--- src/rtl/fetch_if.sv ---
// Fetch-stage signal bundle: redirect/stall controls, instruction-memory port and IF/ID outputs.
// The FETCH_PERF_CNT_EN macro adds the fetch_count/stall_count performance counters.
interface fetch_if;
  logic        stall;
  logic        branch_taken;
  logic [31:0] branch_pc4;
  logic [15:0] branch_imm;
  logic        jump;
  logic [31:0] jump_pc4;
  logic [25:0] jump_index;
  logic [31:0] im_address;
  logic [31:0] im_instruction;
  logic [31:0] ifid_instr;
  logic [31:0] ifid_pc4;
  logic        ifid_valid;
  logic        pc_fault;
`ifdef FETCH_PERF_CNT_EN
  logic [31:0] fetch_count;
  logic [31:0] stall_count;
`endif

  // master: the surrounding pipeline and memory; slave: the fetch stage itself
  modport master (
    output stall, branch_taken, branch_pc4, branch_imm,
    output jump, jump_pc4, jump_index, im_instruction,
`ifdef FETCH_PERF_CNT_EN
    input  fetch_count, stall_count,
`endif
    input  im_address, ifid_instr, ifid_pc4, ifid_valid, pc_fault
  );

  modport slave (
    input  stall, branch_taken, branch_pc4, branch_imm,
    input  jump, jump_pc4, jump_index, im_instruction,
`ifdef FETCH_PERF_CNT_EN
    output fetch_count, stall_count,
`endif
    output im_address, ifid_instr, ifid_pc4, ifid_valid, pc_fault
  );
endinterface

--- src/rtl/fetch_stage.sv ---
// PC register plus IF/ID pipeline register with jump/branch redirect, stall and sticky
// out-of-range fault. Define FETCH_PERF_CNT_EN to add fetch/stall performance counters.
module fetch_stage #(
  parameter logic [31:0] RESET_PC = 32'd0,
  parameter logic [31:0] IM_LIMIT = 32'd1000
) (
  input logic clk,
  input logic rst,
  fetch_if.slave bus
);

  logic [31:0] pc_reg, pc_next;
  logic [31:0] ifid_instr_reg, ifid_instr_next;
  logic [31:0] ifid_pc4_reg, ifid_pc4_next;
  logic        ifid_valid_reg, ifid_valid_next;
  logic        pc_fault_reg, pc_fault_next;

  logic [31:0] pc_plus4;
  logic [31:0] branch_target;
  logic [31:0] jump_target;
  logic        redirect;
  logic        pc_over;
  logic        fault_set;

  assign pc_plus4      = pc_reg + 32'd4;
  assign branch_target = bus.branch_pc4 + {{16{bus.branch_imm[15]}}, bus.branch_imm};
  assign jump_target   = {bus.jump_pc4[31:28], bus.jump_index, 2'b00};
  assign redirect      = bus.jump | bus.branch_taken;
  assign pc_over       = pc_reg > IM_LIMIT;
  // A fault is only raised by a real fetch edge, i.e. one that neither redirects nor stalls.
  assign fault_set     = pc_over & ~redirect & ~bus.stall;

  always_comb begin
    pc_next = pc_plus4;
    if (pc_fault_reg || fault_set) begin
      pc_next = pc_reg;
    end else if (bus.jump) begin
      pc_next = jump_target;
    end else if (bus.branch_taken) begin
      pc_next = branch_target;
    end else if (bus.stall) begin
      pc_next = pc_reg;
    end
  end

  always_comb begin
    ifid_instr_next = ifid_instr_reg;
    ifid_pc4_next   = ifid_pc4_reg;
    ifid_valid_next = ifid_valid_reg;
    pc_fault_next   = pc_fault_reg | fault_set;
    if (redirect) begin
      ifid_instr_next = 32'd0;
      ifid_pc4_next   = 32'd0;
      ifid_valid_next = 1'b0;
    end else if (bus.stall) begin
      ifid_instr_next = ifid_instr_reg;
    end else if (pc_over || pc_fault_reg) begin
      ifid_instr_next = 32'd0;
      ifid_pc4_next   = 32'd0;
      ifid_valid_next = 1'b0;
    end else begin
      ifid_instr_next = bus.im_instruction;
      ifid_pc4_next   = pc_plus4;
      ifid_valid_next = 1'b1;
    end
  end

  always_ff @(posedge clk or posedge rst) begin
    if (rst) begin
      pc_reg         <= RESET_PC;
      ifid_instr_reg <= 32'd0;
      ifid_pc4_reg   <= 32'd0;
      ifid_valid_reg <= 1'b0;
      pc_fault_reg   <= 1'b0;
    end else begin
      pc_reg         <= pc_next;
      ifid_instr_reg <= ifid_instr_next;
      ifid_pc4_reg   <= ifid_pc4_next;
      ifid_valid_reg <= ifid_valid_next;
      pc_fault_reg   <= pc_fault_next;
    end
  end

  assign bus.im_address = pc_reg;
  assign bus.ifid_instr = ifid_instr_reg;
  assign bus.ifid_pc4   = ifid_pc4_reg;
  assign bus.ifid_valid = ifid_valid_reg;
  assign bus.pc_fault   = pc_fault_reg;

`ifdef FETCH_PERF_CNT_EN
  logic [31:0] fetch_count_reg;
  logic [31:0] stall_count_reg;

  always_ff @(posedge clk or posedge rst) begin
    if (rst) begin
      fetch_count_reg <= 32'd0;
      stall_count_reg <= 32'd0;
    end else begin
      if (ifid_valid_next && !redirect && !bus.stall) begin
        fetch_count_reg <= fetch_count_reg + 32'd1;
      end
      if (bus.stall && !redirect) begin
        stall_count_reg <= stall_count_reg + 32'd1;
      end
    end
  end

  assign bus.fetch_count = fetch_count_reg;
  assign bus.stall_count = stall_count_reg;
`endif

endmodule

--- src/flat_wrapper.sv ---
// flat-port wrapper written by rule: the top's interface ports become plain ports
module fetch_stage_flat 
#(
  parameter logic [31:0] RESET_PC = 32'd0,
  parameter logic [31:0] IM_LIMIT = 32'd1000
)
  (clk, rst, bus_stall, bus_branch_taken, bus_branch_pc4, bus_branch_imm, bus_jump, bus_jump_pc4, bus_jump_index, bus_im_instruction, bus_im_address, bus_ifid_instr, bus_ifid_pc4, bus_ifid_valid, bus_pc_fault);
  fetch_if bus_i ();
  input logic clk;
  input logic rst;
  input wire logic [$bits(bus_i.stall)-1:0] bus_stall;
  input wire logic [$bits(bus_i.branch_taken)-1:0] bus_branch_taken;
  input wire logic [$bits(bus_i.branch_pc4)-1:0] bus_branch_pc4;
  input wire logic [$bits(bus_i.branch_imm)-1:0] bus_branch_imm;
  input wire logic [$bits(bus_i.jump)-1:0] bus_jump;
  input wire logic [$bits(bus_i.jump_pc4)-1:0] bus_jump_pc4;
  input wire logic [$bits(bus_i.jump_index)-1:0] bus_jump_index;
  input wire logic [$bits(bus_i.im_instruction)-1:0] bus_im_instruction;
  output wire logic [$bits(bus_i.im_address)-1:0] bus_im_address;
  output wire logic [$bits(bus_i.ifid_instr)-1:0] bus_ifid_instr;
  output wire logic [$bits(bus_i.ifid_pc4)-1:0] bus_ifid_pc4;
  output wire logic [$bits(bus_i.ifid_valid)-1:0] bus_ifid_valid;
  output wire logic [$bits(bus_i.pc_fault)-1:0] bus_pc_fault;
  assign bus_i.stall = bus_stall;
  assign bus_i.branch_taken = bus_branch_taken;
  assign bus_i.branch_pc4 = bus_branch_pc4;
  assign bus_i.branch_imm = bus_branch_imm;
  assign bus_i.jump = bus_jump;
  assign bus_i.jump_pc4 = bus_jump_pc4;
  assign bus_i.jump_index = bus_jump_index;
  assign bus_i.im_instruction = bus_im_instruction;
  assign bus_im_address = bus_i.im_address;
  assign bus_ifid_instr = bus_i.ifid_instr;
  assign bus_ifid_pc4 = bus_i.ifid_pc4;
  assign bus_ifid_valid = bus_i.ifid_valid;
  assign bus_pc_fault = bus_i.pc_fault;
  fetch_stage #(.RESET_PC(RESET_PC), .IM_LIMIT(IM_LIMIT)) u_core (.clk(clk), .rst(rst), .bus(bus_i));
endmodule
--- config.mk ---
export PLATFORM = sky130hd
export DESIGN_NAME = fetch_stage_flat
export DESIGN_NICKNAME = d
export VERILOG_FILES = /design/src/rtl/fetch_if.sv /design/src/rtl/fetch_stage.sv /design/src/flat_wrapper.sv
export SDC_FILE = /design/constraint.sdc
export NUM_CORES = 1
export LEC_CHECK = 0
export ABC_CLOCK_PERIOD_IN_PS = 2550
export BUFFER_PORTS_ARGS = -buffer_cell sky130_fd_sc_hd__buf_2
export CORE_MARGIN = 2
export CORE_UTILIZATION = 44
export CTS_CLUSTER_DIAMETER = 60
export DETAILED_ROUTE_END_ITERATION = 10
export PLACE_DENSITY_LB_ADDON = 0.15
export SYNTH_ARGS = -nofsm -noshare
export SYNTH_HDL_FRONTEND = slang
export SYNTH_SLANG_ARGS = --single-unit
--- constraint.sdc ---
create_clock -name clk -period 2.55 [get_ports clk]
set_input_delay 0 -clock clk [delete_from_list [all_inputs] [get_ports clk]]
set_output_delay 0 -clock clk [all_outputs]
set_load 0.01 [all_outputs]
# [Word-level counts from Yosys, hierarchy flattened]
# Index checks and enable logic that the tools add are counted.
[word_totals] register_bits=98 inputBits=143 out_inout_bits=98 wordCells=32
[op_classes] mux=12 bitwise=7 n_eq_ne=2 n_addsub=2 order_cmp=1 reduce_logical=3
[ops] op="two-way mux 32 bit" n=9
[ops] op="adder 32 x 3 -> 32 bit (second input constant)" n=1
[ops] op="adder 32 bit" n=1
[ops] op="> comparator 32 x 10 -> 1 bit (second input constant)" n=1
[ops] op="two-way mux 1 bit" n=3
[ops] op="!= test 3 x 1 -> 1 bit (second input constant)" n=1
[ops] op="inverter 1 bit" n=3
[ops] op="AND 1 bit" n=2
[ops] op="logical OR 1 bit" n=2
[ops] op="!= test 2 x 1 -> 1 bit (second input constant)" n=1
[ops] op="bitwise OR 1 bit" n=2
[ops] op="AND reduction 2 bit" n=1

# [Depth between registers and ports, before layout]
# Gate-level depths: netlist of run 1.
[logic_depth] ltp_word=7 depth_mapped=12 mapped_depth_nobuf=12

# [Worst setup path before layout of run 1]
# Ideal clock, no wire load.
[synth_timing] kind="in2reg" start="input port bus_branch_imm[0]" end="register u_core.pc_reg[26], in the netlist u_core.bus.im_address[26]" stages=12 slack_ns=0.368 arrival_time_ns=2.058 required_time_ns=2.427 path_buffers=0 path_cell_list="ha_1 > inv_1 > fa_1 > nor2b_1 > o21bai_1 > a2111oi_0 > a211o_1 > a21oi_1 > o21bai_1 > a22o_1 > mux2i_1 > nand2_1"
[synth_via] elab_chain_len=3
[synth_rtl] item="start: declaration" line="flat_wrapper.sv:14" rtl="input wire logic [$bits(bus_i.branch_imm)-1:0] bus_branch_imm;"
[synth_rtl] item="adder 32 bit" line="fetch_stage.sv:26" rtl="assign branch_target = bus.branch_pc4 + {{16{bus.branch_imm[15]}}, bus.branch_imm};"
[synth_rtl] item="two-way mux 32 bit" line="fetch_stage.sv:39" rtl="end else if (bus.branch_taken) begin"
[synth_rtl] item="two-way mux 32 bit" line="fetch_stage.sv:37" rtl="end else if (bus.jump) begin"
[synth_rtl] item="end signal: assignment" line="fetch_stage.sv:76" rtl="pc_reg <= pc_next;"
[synth_rtl] item="end: declaration" line="fetch_stage.sv:12" rtl="logic [31:0] pc_reg, pc_next;"
# No other way between the ends.
# A chain may end at the register's enable or synchronous reset.

# [Final worst setup path of run 1]
[layout_timing] start="register u_core.pc_reg[17], in the netlist u_core.bus.im_address[17]" end="register u_core.pc_reg[30], in the netlist u_core.bus.im_address[30]"
[layout_via] elab_chain_len=6 elab_cells_between_ends=10
[layout_rtl] item="> comparator 32 x 10 -> 1 bit" line="fetch_stage.sv:29" rtl="assign pc_over = pc_reg > IM_LIMIT;"
[layout_rtl] item="AND 1 bit (2 in a row)" line="fetch_stage.sv:31" rtl="assign fault_set = pc_over & ~redirect & ~bus.stall;"
[layout_rtl] item="logical OR 1 bit" line="fetch_stage.sv:35" rtl="if (pc_fault_reg || fault_set) begin"
[layout_rtl] item="inverter 1 bit (no source line)"
[layout_rtl] item="AND reduction 2 bit (no source line)"
# Parallel ways exist; a longest one is shown, timed or not. The select of a mux whose other input is x is not followed.

==> flow_results.xml, run 1 <==
<?xml version="1.0" encoding="UTF-8"?>
<metrics>
  <group name="die">
    <metric name="floorplan.die_area" unit="sq um">14000</metric>
    <metric name="start_util" unit="">0.453</metric>
    <metric name="io_pins" unit="">241</metric>
    <metric name="overall_die_width" unit="microns">118</metric>
    <metric name="placement_rows" unit="">41</metric>
    <metric name="die_y" unit="microns">118</metric>
    <metric name="placeableCoreArea" unit="sq um">12700</metric>
  </group>
  <group name="critical_path">
    <metric name="worstPathBufferInverterCount" unit="">2</metric>
    <metric name="crit_path_end_kind" unit="">flop</metric>
    <metric name="r2r-start" unit="">u_core.bus.im_address[17]</metric>
    <metric name="worst_ep_required_time" unit="ns">2.81</metric>
    <metric name="regToRegSetupSlack" unit="ns">0.15</metric>
    <metric name="crit_path_max_fanout" unit="">11</metric>
    <metric name="critPathKind" unit="">reg -&gt; reg</metric>
    <metric name="crit_arrival" unit="ns">2.67</metric>
    <metric name="cpLargestDelayFamily" unit="">simple AND/OR/NAND/NOR gates</metric>
    <metric name="worst_path_max_delay_cell" unit="">sky130_fd_sc_hd__nor4_1</metric>
    <metric name="worstRegToRegCells" unit="">9</metric>
    <metric name="timing.critical_path.from_type" unit="">flop</metric>
    <metric name="cell_chain_critical_path" unit="">nor4_1, o2111ai_1, nand2b_4, a21oi_1, buf_4, buf_4, and3_1, a21oi_1, o21ai_0</metric>
    <metric name="critical-path-max-stage-delay" unit="ns">0.57</metric>
    <metric name="reg2reg_end" unit="">u_core.bus.im_address[30]</metric>
  </group>
  <group name="layout">
    <metric name="num-fill-cells" unit="">1087</metric>
    <metric name="post_route_cells_drive_above_1_share" unit="">0.307</metric>
    <metric name="post_synthesis_to_final_layout_area_growth" unit="%">40.7</metric>
    <metric name="num_antenna_cells" unit="">0</metric>
    <metric name="finish.net_count" unit="">1073</metric>
  </group>
  <group name="yosys">
    <metric name="synth.lib_cells_used.distinct" unit="">54</metric>
    <metric name="syn-instance-count" unit="">617</metric>
    <metric name="synth_fp_nets" unit="">794</metric>
    <metric name="yosys.area.top_type" unit="">sky130_fd_sc_hd__dfrtp_1</metric>
    <metric name="postSynth.asyncResetShare" unit="">1.00</metric>
    <metric name="synth.avg_cell_area" unit="sq um">9.31</metric>
    <metric name="synthesis.yosys.warnings" unit="">0</metric>
    <metric name="synth-seq-area-share" unit="">0.427</metric>
    <metric name="synthTopCellsByArea" unit="">sky130_fd_sc_hd__dfrtp_1, sky130_fd_sc_hd__ha_1, sky130_fd_sc_hd__a22o_1</metric>
    <metric name="synth_seq_cells" unit="">98</metric>
    <metric name="synth_largest_type_area_fraction" unit="">0.427</metric>
    <metric name="count_of_flip_flops_with_a_built_in_enable_after_synthesis" unit="">0</metric>
    <metric name="ys.flop_type" unit="">sky130_fd_sc_hd__dfrtp_1</metric>
    <metric name="syn-cell-area" unit="sq um">5740</metric>
  </group>
  <group name="flow_run">
    <metric name="max_cap_violations" unit="">0</metric>
  </group>
  <group name="timing">
    <metric name="fin_crit" unit="ns">2.40</metric>
    <metric name="count_of_final_hold_check_violations" unit="">0</metric>
    <metric name="final_cycle_share" unit="">0.943</metric>
    <metric name="maxSlewViolCount" unit="">0</metric>
    <metric name="rsz0062_at_grt" unit="">no</metric>
    <metric name="clock_skew_after_layout" unit="ns">0.00885</metric>
    <metric name="achievable-frequency" unit="MHz">416</metric>
    <metric name="tightest_slew" unit="ns">0.747</metric>
    <metric name="worst_slew_slack_as_a_fraction_of_its_limit" unit="">0.501</metric>
    <metric name="setup-violations-final" unit="">0</metric>
    <metric name="final.hold.worst_slack" unit="ns">0.00733</metric>
  </group>
  <group name="clock_tree">
    <metric name="cts_tree" unit="">done</metric>
    <metric name="clockBufferDepth" unit="">2</metric>
    <metric name="cts_sinks" unit="">98</metric>
    <metric name="h-tree-depth" unit="">3</metric>
    <metric name="insertion_delay" unit="ns">0.34</metric>
    <metric name="cts_buffers" unit="">9</metric>
    <metric name="cts.clk_slew.worst_paths" unit="ns">0.07</metric>
    <metric name="cts-root-buf" unit="">sky130_fd_sc_hd__clkbuf_16</metric>
  </group>
  <group name="detailed_routing">
    <metric name="drt_drc_violations_left" unit="">0</metric>
    <metric name="final_antenna_net_count" unit="">0</metric>
    <metric name="routedWlPerCell" unit="microns">17.0</metric>
    <metric name="vias" unit="">5977</metric>
    <metric name="wl_met1" unit="microns">8010</metric>
    <metric name="detail_route.wirelength" unit="microns">18300</metric>
    <metric name="wl_met3" unit="microns">1220</metric>
    <metric name="sum_of_met2_wire_segment_lengths_after_detailed_routing" unit="microns">8630</metric>
    <metric name="drtIter0Drc" unit="">461</metric>
    <metric name="drtPass1Iterations" unit="">5</metric>
    <metric name="detail_route.vias_per_cell" unit="">5.57</metric>
    <metric name="top_layer" unit="">met4</metric>
  </group>
  <group name="hold_path">
    <metric name="whs_path_depth" unit="">4</metric>
    <metric name="end_point_of_the_most_critical_hold_path" unit="">u_core.bus.im_address[10]</metric>
    <metric name="holdCritPathClass" unit="">in -&gt; reg</metric>
    <metric name="hold_path_startpoint" unit="">bus_jump_index[8]</metric>
  </group>
  <group name="status">
    <metric name="run_status" unit="">complete, no violations</metric>
  </group>
  <group name="place">
    <metric name="io_buffer_count" unit="">212</metric>
    <metric name="hpwl" unit="microns">13300</metric>
    <metric name="globalplace.congestion" unit="">0.955</metric>
  </group>
  <group name="global_routing">
    <metric name="grt_antenna_before_repair" unit="">0</metric>
    <metric name="globalRoute.totalOverflow" unit="">0</metric>
    <metric name="globalRouteTotalUtil" unit="">0.260</metric>
    <metric name="largest_net_degree_at_the_start_of_global_routing" unit="">68</metric>
    <metric name="first_global_vias" unit="">5862</metric>
    <metric name="grt_first_pass_wirelength" unit="microns">29600</metric>
  </group>
  <group name="power_and_ir_drop">
    <metric name="power_density" unit="nW/um^2">621</metric>
    <metric name="leakagePower" unit="nW">4.23</metric>
    <metric name="total_power" unit="W">0.00502</metric>
    <metric name="worst_ir_drop_vdd" unit="uV">340</metric>
  </group>
</metrics>
==> cell usage after synthesis (all sizes together), types with 7 or more instances <==
master,instances
dfrtp,98
nand2,54
a21oi,51
o21ai,48
nor2,44
a22o,37
and3,34
ha,33
clkbuf,28
xnor2,19
xor2,17
nand3,16
nor3,15
a21o,14
inv,13
buf,10
a211oi,7
mux2i,7
==> tightest hold or removal path: stages <==
cell and delay, ns:
sky130_fd_sc_hd__buf_2 0.08, sky130_fd_sc_hd__nand3b_1 0.09, sky130_fd_sc_hd__o21ai_0 0.07, sky130_fd_sc_hd__nor2_1 0.08
==> area by class of cell <==
| type | count | area, sq um | share of cell area |
|---|---|---|---|
| well taps | 172 | 215 | 0.0266 |
| repair buffers | 306 | 1940 | 0.241 |
| clock buffers | 12 | 267 | 0.0330 |
| multi-input cells | 468 | 3120 | 0.386 |
| clock inverters | 4 | 32.5 | 0.00402 |
| inverters | 13 | 52.6 | 0.00650 |
| flip-flops and latches | 98 | 2450 | 0.303 |
==> logic make-up (layout without fill, tap and decap cells) <==
logic type	count (synthesis)	count (layout)	share of synthesized area
compound gates	201	201	0.233
xor+xnor	36	36	0.0549
fa+ha+maj	34	34	0.0754
buf+inv	51	335	0.0351
flops	98	98	0.427
mux	8	8	0.0142
simple gates	189	189	0.160
==> power breakdown <==
group | internal (W) | total [W] | switching, W
registers | 0.00178 | 0.00202 | 0.000246
logic | 0.000751 | 0.00165 | 0.000894
clock network | 0.000749 | 0.00135 | 0.000600
==> worst max-delay path by stage <==
stage | from | cells after the start | endpoint | slack (ns)
floorplan | bus_branch_imm[0] | 12 | u_core.bus.im_address[26] | 0.37
global placement | bus_branch_imm[0] | 14 | u_core.bus.im_address[30] | 0.02
detailed placement | bus_branch_imm[0] | 13 | u_core.bus.im_address[20] | -0.04
CTS | u_core.bus.im_address[13] | 11 | u_core.bus.im_address[30] | 0.11
global route | u_core.bus.im_address[13] | 11 | u_core.bus.im_address[30] | 0.04
finish | u_core.bus.im_address[17] | 9 | u_core.bus.im_address[30] | 0.15
==> routing by layer <==
layer | vias up | GRT usage
li1 | 2829 | -
met1 | 2840 | 0.346
met2 | 269 | 0.431
met3 | 39 | 0.0367
met4 | 0 | 0.0964
met5 | - | 0
==> layout by cell type (no fill, tap or decap), drive strengths merged, types with 2 or more instances in the layout <==
master / n
buf: 250
dfrtp: 98
dlygate4sd3: 56
nand2: 54
a21oi: 51
o21ai: 48
nor2: 44
a22o: 37
and3: 34
ha: 33
xnor2: 19
xor2: 17
nand3: 16
nor3: 15
a21o: 14
inv: 14
clkbuf: 12
mux2i: 7
a211oi: 7
a221oi: 6
nor4: 6
o21bai: 6
o21a: 5
nand4: 4
nand2b: 4
a31oi: 3
nor2b: 3
o211ai: 3
nand3b: 3
o22ai: 3
clkinvlp: 3
and4: 2
o2111ai: 2
a31o: 2
nor3b: 2
a211o: 2
a32oi: 2
a2111oi: 2
==> through the flow <==
stage / TNS [ns] / cell area, sq um / std cells / setup slack, ns / utilization
2_1_floorplan: 0 / 5750 / 617 / 0.368 / -
5_1_grt: 0 / 8080 / 1073 / 0.0353 / 0.638
3_5_place_dp: -0.111 / 7200 / 1001 / -0.0393 / 0.569
4_1_cts: 0 / 8060 / 1073 / 0.105 / 0.636
3_3_place_gp: 0 / 7200 / 1001 / 0.0210 / 0.569
6_report: 0 / 8080 / 1073 / 0.145 / 0.638
==> repair_timing <==
item / 4_1_cts / 5_1_grt
endpoints found under the setup margin: 0 / 13
endpoints found under the hold margin: 86 / 0
gates resized for setup: 0 / 5
hold buffers: 56 / 0
setup buffers: 0 / 0
No activity file was read; power rests on OpenSTA's default activity.
==> run 2: changes to the inputs <==
--- a/config.mk
+++ b/config.mk
@@ -11,6 +11,7 @@
 export CORE_UTILIZATION = 44
 export CTS_CLUSTER_DIAMETER = 60
 export DETAILED_ROUTE_END_ITERATION = 10
+export GPL_TIMING_DRIVEN = 0
 export PLACE_DENSITY_LB_ADDON = 0.15
 export SYNTH_ARGS = -nofsm -noshare
 export SYNTH_HDL_FRONTEND = slang
==> constraint.sdc (replaced) <==
create_clock -name clk -period 2.55 [get_ports clk]
set_input_delay 0.51 -clock clk [delete_from_list [all_inputs] [get_ports clk]]
set_output_delay 0.51 -clock clk [all_outputs]
set_load 0.01 [all_outputs]
==> flow_results.xml, run 2 (synthesized netlist as in run 1, its figures left out) <==
<?xml version="1.0" encoding="UTF-8"?>
<metrics>
  <group name="status">
    <metric name="run_status" unit="">finished, violations left</metric>
    <metric name="failed_checks" unit="">setup timing</metric>
  </group>
  <group name="global_routing">
    <metric name="first_global_vias" unit="">5597</metric>
    <metric name="grt_antenna_before_repair" unit="">0</metric>
    <metric name="globalRouteTotalUtil" unit="">0.254</metric>
    <metric name="use_met3" unit="">0.0415</metric>
    <metric name="grt_util_met1" unit="">0.340</metric>
    <metric name="grt_first_pass_wirelength" unit="microns">28500</metric>
    <metric name="gr-max-usage-layer" unit="">met2</metric>
    <metric name="largest_net_degree_at_the_start_of_global_routing" unit="">45</metric>
    <metric name="grtUsageMet2" unit="">0.414</metric>
    <metric name="globalRoute.totalOverflow" unit="">0</metric>
  </group>
  <group name="layout">
    <metric name="register_area" unit="sq um">2450</metric>
    <metric name="layout.cells.most_common_list" unit="">sky130_fd_sc_hd__buf_2, sky130_fd_sc_hd__dfrtp_1, sky130_fd_sc_hd__nand2_1</metric>
    <metric name="layout.cell_area.non_filler" unit="sq um">7910</metric>
    <metric name="num_antenna_cells" unit="">0</metric>
    <metric name="num-fill-cells" unit="">1105</metric>
    <metric name="post_synthesis_to_final_layout_area_growth" unit="%">37.8</metric>
    <metric name="post_route_cells_drive_above_1_share" unit="">0.362</metric>
    <metric name="most_common_cell_after_layout_fill_and_taps_aside" unit="">sky130_fd_sc_hd__buf_2</metric>
    <metric name="finish.net_count" unit="">1031</metric>
    <metric name="multi_input_gate_area" unit="sq um">3480</metric>
  </group>
  <group name="clock_tree">
    <metric name="cts_buffers" unit="">9</metric>
    <metric name="clockBufferDepth" unit="">2</metric>
    <metric name="cts.clk_slew.worst_paths" unit="ns">0.07</metric>
    <metric name="h-tree-depth" unit="">3</metric>
    <metric name="insertion_delay" unit="ns">0.34</metric>
    <metric name="cts_tree" unit="">done</metric>
    <metric name="cts_sinks" unit="">98</metric>
    <metric name="cts_hold_buffers" unit="">0</metric>
    <metric name="cts-root-buf" unit="">sky130_fd_sc_hd__clkbuf_16</metric>
  </group>
  <group name="timing">
    <metric name="maxSlewViolCount" unit="">0</metric>
    <metric name="setup-violations-final" unit="">3</metric>
    <metric name="tightest_slew" unit="ns">0.784</metric>
    <metric name="final_cycle_share" unit="">1.02</metric>
    <metric name="clock_skew_after_layout" unit="ns">0.00618</metric>
    <metric name="rsz0062_at_grt" unit="">yes</metric>
    <metric name="final_critical_path_setup_slack" unit="ns">-0.0493</metric>
    <metric name="count_of_final_hold_check_violations" unit="">0</metric>
    <metric name="setup_total_negative_slack" unit="ns">-0.108</metric>
    <metric name="worst_slew_slack_as_a_fraction_of_its_limit" unit="">0.473</metric>
    <metric name="fin_crit" unit="ns">2.60</metric>
    <metric name="achievable-frequency" unit="MHz">385</metric>
  </group>
  <group name="detailed_routing">
    <metric name="vias" unit="">5806</metric>
    <metric name="drtPass1Iterations" unit="">5</metric>
    <metric name="drt_drc_violations_left" unit="">0</metric>
    <metric name="routedWlPerCell" unit="microns">17.7</metric>
    <metric name="detail_route.vias_per_cell" unit="">5.64</metric>
    <metric name="drtIter0Drc" unit="">408</metric>
    <metric name="final_antenna_net_count" unit="">0</metric>
    <metric name="detail_route.wirelength" unit="microns">18200</metric>
  </group>
  <group name="critical_path">
    <metric name="crit_arrival" unit="ns">2.83</metric>
    <metric name="critPathKind" unit="">in -&gt; reg</metric>
    <metric name="crit_path_end_kind" unit="">flop</metric>
    <metric name="regToRegSetupSlack" unit="ns">0.20</metric>
    <metric name="worst_ep_required_time" unit="ns">2.78</metric>
    <metric name="timing.critical_path.from_type" unit="">primary input</metric>
    <metric name="reg2reg_end" unit="">u_core.bus.im_address[28]</metric>
    <metric name="worstRegToRegCells" unit="">10</metric>
    <metric name="crit_path_max_fanout" unit="">5</metric>
    <metric name="r2r-start" unit="">u_core.bus.im_address[3]</metric>
  </group>
  <group name="place">
    <metric name="hpwl" unit="microns">13900</metric>
    <metric name="dpl_worst_slack" unit="ns">-0.642</metric>
    <metric name="globalplace.congestion" unit="">0.952</metric>
    <metric name="detailed_place.area" unit="sq um">7070</metric>
    <metric name="io_buffer_count" unit="">210</metric>
  </group>
  <group name="die">
    <metric name="overall_die_width" unit="microns">118</metric>
    <metric name="placeableCoreArea" unit="sq um">12700</metric>
    <metric name="start_util" unit="">0.453</metric>
    <metric name="io_pins" unit="">241</metric>
    <metric name="floorplan.die_area" unit="sq um">14000</metric>
    <metric name="die_y" unit="microns">118</metric>
    <metric name="placement_rows" unit="">41</metric>
  </group>
  <group name="power_and_ir_drop">
    <metric name="leakagePower" unit="nW">4.00</metric>
    <metric name="worst_ir_drop_vdd" unit="uV">344</metric>
    <metric name="power_density" unit="nW/um^2">627</metric>
  </group>
  <group name="flow_run">
    <metric name="max_cap_violations" unit="">0</metric>
  </group>
  <group name="hold_path">
    <metric name="holdCritPathClass" unit="">in -&gt; async</metric>
  </group>
</metrics>
[run 2: worst max path at each step]
| stage | from | endpoint | slack, ns | cells past startpoint |
|---|---|---|---|---|
| final | bus_branch_imm[14] | u_core.bus.im_address[27] | -0.05 | 12 |
| after global routing | bus_branch_pc4[2] | u_core.bus.im_address[27] | -0.09 | 11 |
| after floorplan | bus_branch_imm[0] | u_core.bus.im_address[26] | -0.06 | 12 |
| after detailed placement | bus_branch_imm[15] | u_core.bus.im_address[25] | -0.64 | 12 |
| after global placement | bus_branch_imm[15] | u_core.bus.im_address[31] | -0.61 | 11 |
| after CTS | bus_branch_imm[8] | u_core.bus.im_address[25] | -0.03 | 11 |
[run 2: metrics by stage]
stage | util | instances | power [W] | hold slack, ns
global route | 0.624 | 1030 | 0.00525 | 0.210
global placement | 0.555 | 999 | 0.00348 | 0.456
floorplan | - | 617 | 0.00288 | 0.515
CTS | 0.587 | 1017 | 0.00481 | 0.187
finish | 0.624 | 1030 | 0.00496 | 0.179
detailed placement | 0.558 | 1001 | 0.00351 | 0.463
[run 2: layout make-up]
class | instances | area share
well taps | 172 | 0.0272
clock inverters | 6 | 0.00664
flip-flops and latches | 98 | 0.310
clock buffers | 9 | 0.0285
plain buffers | 37 | 0.0229
inverters | 13 | 0.00664
multi-input cells | 468 | 0.440
repair buffers | 227 | 0.158
[run 2: where the power goes]
part	total (W)	leakage [nW]	internal (W)	switching (W)
Clock	0.00128	0.124	0.000669	0.000609
Combinational	0.00161	2.57	0.000722	0.000885
Sequential	0.00207	1.31	0.00178	0.000295
[run 2: critical path: stages]
cell and delay [ns]:
sky130_fd_sc_hd__buf_6 0.10, sky130_fd_sc_hd__ha_4 0.25, sky130_fd_sc_hd__buf_6 0.10, sky130_fd_sc_hd__nand4_1 0.15, sky130_fd_sc_hd__nor2_2 0.15, sky130_fd_sc_hd__o2111ai_2 0.18
sky130_fd_sc_hd__and4_1 0.28, sky130_fd_sc_hd__o41a_1 0.53, sky130_fd_sc_hd__o21a_1 0.27, sky130_fd_sc_hd__nand2_1 0.10, sky130_fd_sc_hd__xnor2_1 0.12, sky130_fd_sc_hd__o21ai_1 0.09
[run 2: per-layer routing]
metal | part of all wire | vias to the layer above | wire length (microns)
met5 | 0 | - | 0
met1 | 0.43 | 2777 | 7830
met3 | 0.072 | 37 | 1310
met2 | 0.47 | 248 | 8650
li1 | - | 2744 | -
met4 | 0.024 | 0 | 432
[run 2: repair_timing]
item                                    in CTS  in global routing
pin swaps                                    5                 30
gates resized for setup                     23                 72
endpoints found under the setup margin      59                 49
setup buffers                                2                 13
==> run 3: changes to the inputs <==
--- a/config.mk
+++ b/config.mk
@@ -5,14 +5,17 @@
 export SDC_FILE = /design/constraint.sdc
 export NUM_CORES = 1
 export LEC_CHECK = 0
+export ABC_AREA = 1
 export ABC_CLOCK_PERIOD_IN_PS = 2550
 export BUFFER_PORTS_ARGS = -buffer_cell sky130_fd_sc_hd__buf_2
 export CORE_MARGIN = 2
-export CORE_UTILIZATION = 44
+export CORE_UTILIZATION = 46
 export CTS_CLUSTER_DIAMETER = 60
 export DETAILED_ROUTE_END_ITERATION = 10
 export GPL_TIMING_DRIVEN = 0
 export PLACE_DENSITY_LB_ADDON = 0.15
+export SKIP_CTS_REPAIR_TIMING = 1
+export SKIP_LAST_GASP = 1
 export SYNTH_ARGS = -nofsm -noshare
 export SYNTH_HDL_FRONTEND = slang
 export SYNTH_SLANG_ARGS = --single-unit
==> flow_results.xml, run 3 <==
<?xml version="1.0" encoding="UTF-8"?>
<metrics>
  <group name="critical_path">
    <metric name="critPathKind" unit="">reg -&gt; reg</metric>
    <metric name="worst_ep_required_time" unit="ns">2.77</metric>
    <metric name="crit_path_max_fanout" unit="">10</metric>
    <metric name="crit_arrival" unit="ns">2.31</metric>
    <metric name="worst_path_max_delay_cell" unit="">sky130_fd_sc_hd__dfrtp_1</metric>
    <metric name="crit_path_end_kind" unit="">flop</metric>
    <metric name="timing.critical_path.from_type" unit="">flop</metric>
    <metric name="critical-path-max-stage-delay" unit="ns">0.36</metric>
    <metric name="cell_chain_critical_path" unit="">clkbuf_1, inv_1, ha_1, nand3_1, nand3_1, nand2_2, nand2_4, nand2_4, inv_6, buf_6, nor2_1, a21oi_2</metric>
  </group>
  <group name="clock_tree">
    <metric name="h-tree-depth" unit="">3</metric>
    <metric name="cts-root-buf" unit="">sky130_fd_sc_hd__clkbuf_16</metric>
    <metric name="clockBufferDepth" unit="">2</metric>
    <metric name="cts_tree" unit="">done</metric>
    <metric name="cts_buffers" unit="">9</metric>
    <metric name="cts.clk_slew.worst_paths" unit="ns">0.07</metric>
    <metric name="cts_sinks" unit="">98</metric>
    <metric name="insertion_delay" unit="ns">0.34</metric>
  </group>
  <group name="timing">
    <metric name="worst_slew_slack_as_a_fraction_of_its_limit" unit="">0.701</metric>
    <metric name="final_critical_path_setup_slack" unit="ns">0.460</metric>
    <metric name="count_of_final_hold_check_violations" unit="">0</metric>
    <metric name="maxSlewViolCount" unit="">0</metric>
    <metric name="setup_total_negative_slack" unit="ns">0</metric>
    <metric name="tightest_slew" unit="ns">0.449</metric>
    <metric name="setup-violations-final" unit="">0</metric>
    <metric name="achievable-frequency" unit="MHz">478</metric>
    <metric name="clock_skew_after_layout" unit="ns">0.00955</metric>
    <metric name="final_cycle_share" unit="">0.820</metric>
    <metric name="rsz0062_at_grt" unit="">no</metric>
    <metric name="fin_crit" unit="ns">2.09</metric>
  </group>
  <group name="power_and_ir_drop">
    <metric name="worst_ir_drop_vdd" unit="uV">345</metric>
    <metric name="sw_frac_of_total" unit="">0.374</metric>
    <metric name="power_frac_clock" unit="">0.266</metric>
    <metric name="leakagePower" unit="nW">5.15</metric>
    <metric name="total_power" unit="W">0.00517</metric>
    <metric name="intPower" unit="W">0.00324</metric>
    <metric name="power_density" unit="nW/um^2">608</metric>
    <metric name="power.sequential.fraction" unit="">0.401</metric>
    <metric name="net-switching-power" unit="W">0.00193</metric>
    <metric name="combPwrFrac" unit="">0.333</metric>
  </group>
  <group name="yosys">
    <metric name="most_frequently_used_cell_type_in_the_post_synthesis_netlist" unit="">sky130_fd_sc_hd__nand2_1</metric>
    <metric name="ys.flop_type" unit="">sky130_fd_sc_hd__dfrtp_1</metric>
    <metric name="yosys.area.top_type" unit="">sky130_fd_sc_hd__dfrtp_1</metric>
    <metric name="postSynth.asyncResetShare" unit="">1.00</metric>
    <metric name="synth_largest_type_area_fraction" unit="">0.357</metric>
    <metric name="synth.lib_cells_used.distinct" unit="">35</metric>
    <metric name="synthesis.yosys.warnings" unit="">0</metric>
    <metric name="count_of_flip_flops_with_a_built_in_enable_after_synthesis" unit="">0</metric>
    <metric name="synth_seq_cells" unit="">98</metric>
    <metric name="syn-cell-area" unit="sq um">6870</metric>
    <metric name="synthTopCellsByArea" unit="">sky130_fd_sc_hd__dfrtp_1, sky130_fd_sc_hd__nand2_1, sky130_fd_sc_hd__inv_1</metric>
    <metric name="synth-seq-area-share" unit="">0.357</metric>
    <metric name="post_synth_top_cells" unit="">sky130_fd_sc_hd__nand2_1, sky130_fd_sc_hd__inv_1, sky130_fd_sc_hd__nor2_1</metric>
    <metric name="syn-instance-count" unit="">1054</metric>
    <metric name="synth.avg_cell_area" unit="sq um">6.52</metric>
    <metric name="synth_fp_nets" unit="">1231</metric>
  </group>
  <group name="global_routing">
    <metric name="first_global_vias" unit="">6480</metric>
    <metric name="grt_antenna_before_repair" unit="">0</metric>
    <metric name="globalRoute.totalOverflow" unit="">0</metric>
    <metric name="grt_first_pass_wirelength" unit="microns">31800</metric>
    <metric name="globalRouteTotalUtil" unit="">0.247</metric>
    <metric name="largest_net_degree_at_the_start_of_global_routing" unit="">43</metric>
  </group>
  <group name="layout">
    <metric name="core_util_final" unit="">0.583</metric>
    <metric name="most_common_cell_after_layout_fill_and_taps_aside" unit="">sky130_fd_sc_hd__nand2_1</metric>
    <metric name="post_synthesis_to_final_layout_area_growth" unit="%">23.7</metric>
    <metric name="layoutNonFillerInstCount" unit="">1467</metric>
    <metric name="num_antenna_cells" unit="">0</metric>
    <metric name="layout.cells.most_common_list" unit="">sky130_fd_sc_hd__nand2_1, sky130_fd_sc_hd__buf_2, sky130_fd_sc_hd__inv_1</metric>
    <metric name="post_route_cells_drive_above_1_share" unit="">0.221</metric>
    <metric name="finish.net_count" unit="">1455</metric>
  </group>
  <group name="detailed_routing">
    <metric name="routedWlPerCell" unit="microns">13.3</metric>
    <metric name="vias" unit="">7047</metric>
    <metric name="final_antenna_net_count" unit="">0</metric>
    <metric name="drtPass1Iterations" unit="">5</metric>
    <metric name="drt_drc_violations_left" unit="">0</metric>
    <metric name="detail_route.wirelength" unit="microns">19500</metric>
    <metric name="detail_route.vias_per_cell" unit="">4.80</metric>
    <metric name="drtIter0Drc" unit="">375</metric>
  </group>
  <group name="die">
    <metric name="overall_die_width" unit="microns">126</metric>
    <metric name="die_y" unit="microns">126</metric>
    <metric name="floorplan.die_area" unit="sq um">15900</metric>
    <metric name="placement_rows" unit="">44</metric>
    <metric name="start_util" unit="">0.471</metric>
    <metric name="placeableCoreArea" unit="sq um">14600</metric>
    <metric name="io_pins" unit="">241</metric>
  </group>
  <group name="place">
    <metric name="dpl_worst_slack" unit="ns">0.173</metric>
    <metric name="globalplace.congestion" unit="">0.914</metric>
    <metric name="placedCellCount" unit="">1451</metric>
    <metric name="hpwl" unit="microns">16100</metric>
    <metric name="io_buffer_count" unit="">211</metric>
  </group>
  <group name="flow_run">
    <metric name="max_cap_violations" unit="">0</metric>
  </group>
  <group name="hold_path">
    <metric name="holdCritPathClass" unit="">in -&gt; async</metric>
  </group>
  <group name="status">
    <metric name="run_status" unit="">complete, no violations</metric>
  </group>
</metrics>
[run 3: power by group through the flow]
stage / Combinational (W) / Clock (W) / Sequential, W
2_1_floorplan: 0.000946 / 0 / 0.00215
3_3_place_gp: 0.00170 / 0 / 0.00208
3_5_place_dp: 0.00172 / 0 / 0.00209
4_1_cts: 0.00173 / 0.00139 / 0.00206
5_1_grt: 0.00193 / 0.00147 / 0.00210
6_report: 0.00172 / 0.00137 / 0.00207
[run 3: final cells by class]
type	instances	area (sq um)
flip-flops and latches	98	2450
inverters	191	728
fillers	1478	6090
clock buffers	10	229
plain buffers	24	151
well taps	184	230
multi-input cells	741	3550
repair buffers	213	1100
clock inverters	6	70.1
[run 3: cell families after synthesis]
kind of cell | synth area share
AO/OA/AOI/OAI | 0.0784
XOR/XNOR | 0.0140
adder cells (fa/ha/maj) | 0.0630
buffers and inverters | 0.127
flip-flops | 0.357
AND/OR/NAND/NOR | 0.360
[run 3: final timing paths]
check                                          startpoint                   endpoint  slack (ns)  cells after the start
worst max register to register   u_core.bus.im_address[2]  u_core.bus.im_address[13]        0.46                     12
worst min-delay path                                  rst  u_core.bus.ifid_instr[29]        0.15                      2
min in group clk                   bus_im_instruction[30]  u_core.bus.ifid_instr[30]        0.39                      3
max in group asynchronous                             rst    u_core.bus.ifid_pc4[27]        1.86                      3
worst min register to register  u_core.bus.ifid_instr[23]  u_core.bus.ifid_instr[23]        0.47                      2
worst max-delay path             u_core.bus.im_address[2]  u_core.bus.im_address[13]        0.46                     12
[run 3: worst max-delay path, delay by kind of cell (launching register included)]
kind / cells / cell delay [ns]
fa+ha+maj: 1 / 0.21
flops: 1 / 0.36
compound gates: 1 / 0.04
buf+inv: 4 / 0.64
simple gates: 6 / 0.71
[run 3: metal layers]
metal  GRT usage  share of wire  vias up
met5           0              0        -
met4      0.0963          0.028        0
met3      0.0276          0.057       37
met2       0.411           0.46      243
met1       0.329           0.45     3094
li1            -              -     3673
[run 3: through the flow]
stage	area (sq um)	hold WS, ns
final	8500	0.155
after global routing	8500	0.169
after CTS	8500	0.159
after detailed placement	8200	0.460
after global placement	8160	0.457
after floorplan	6880	0.516
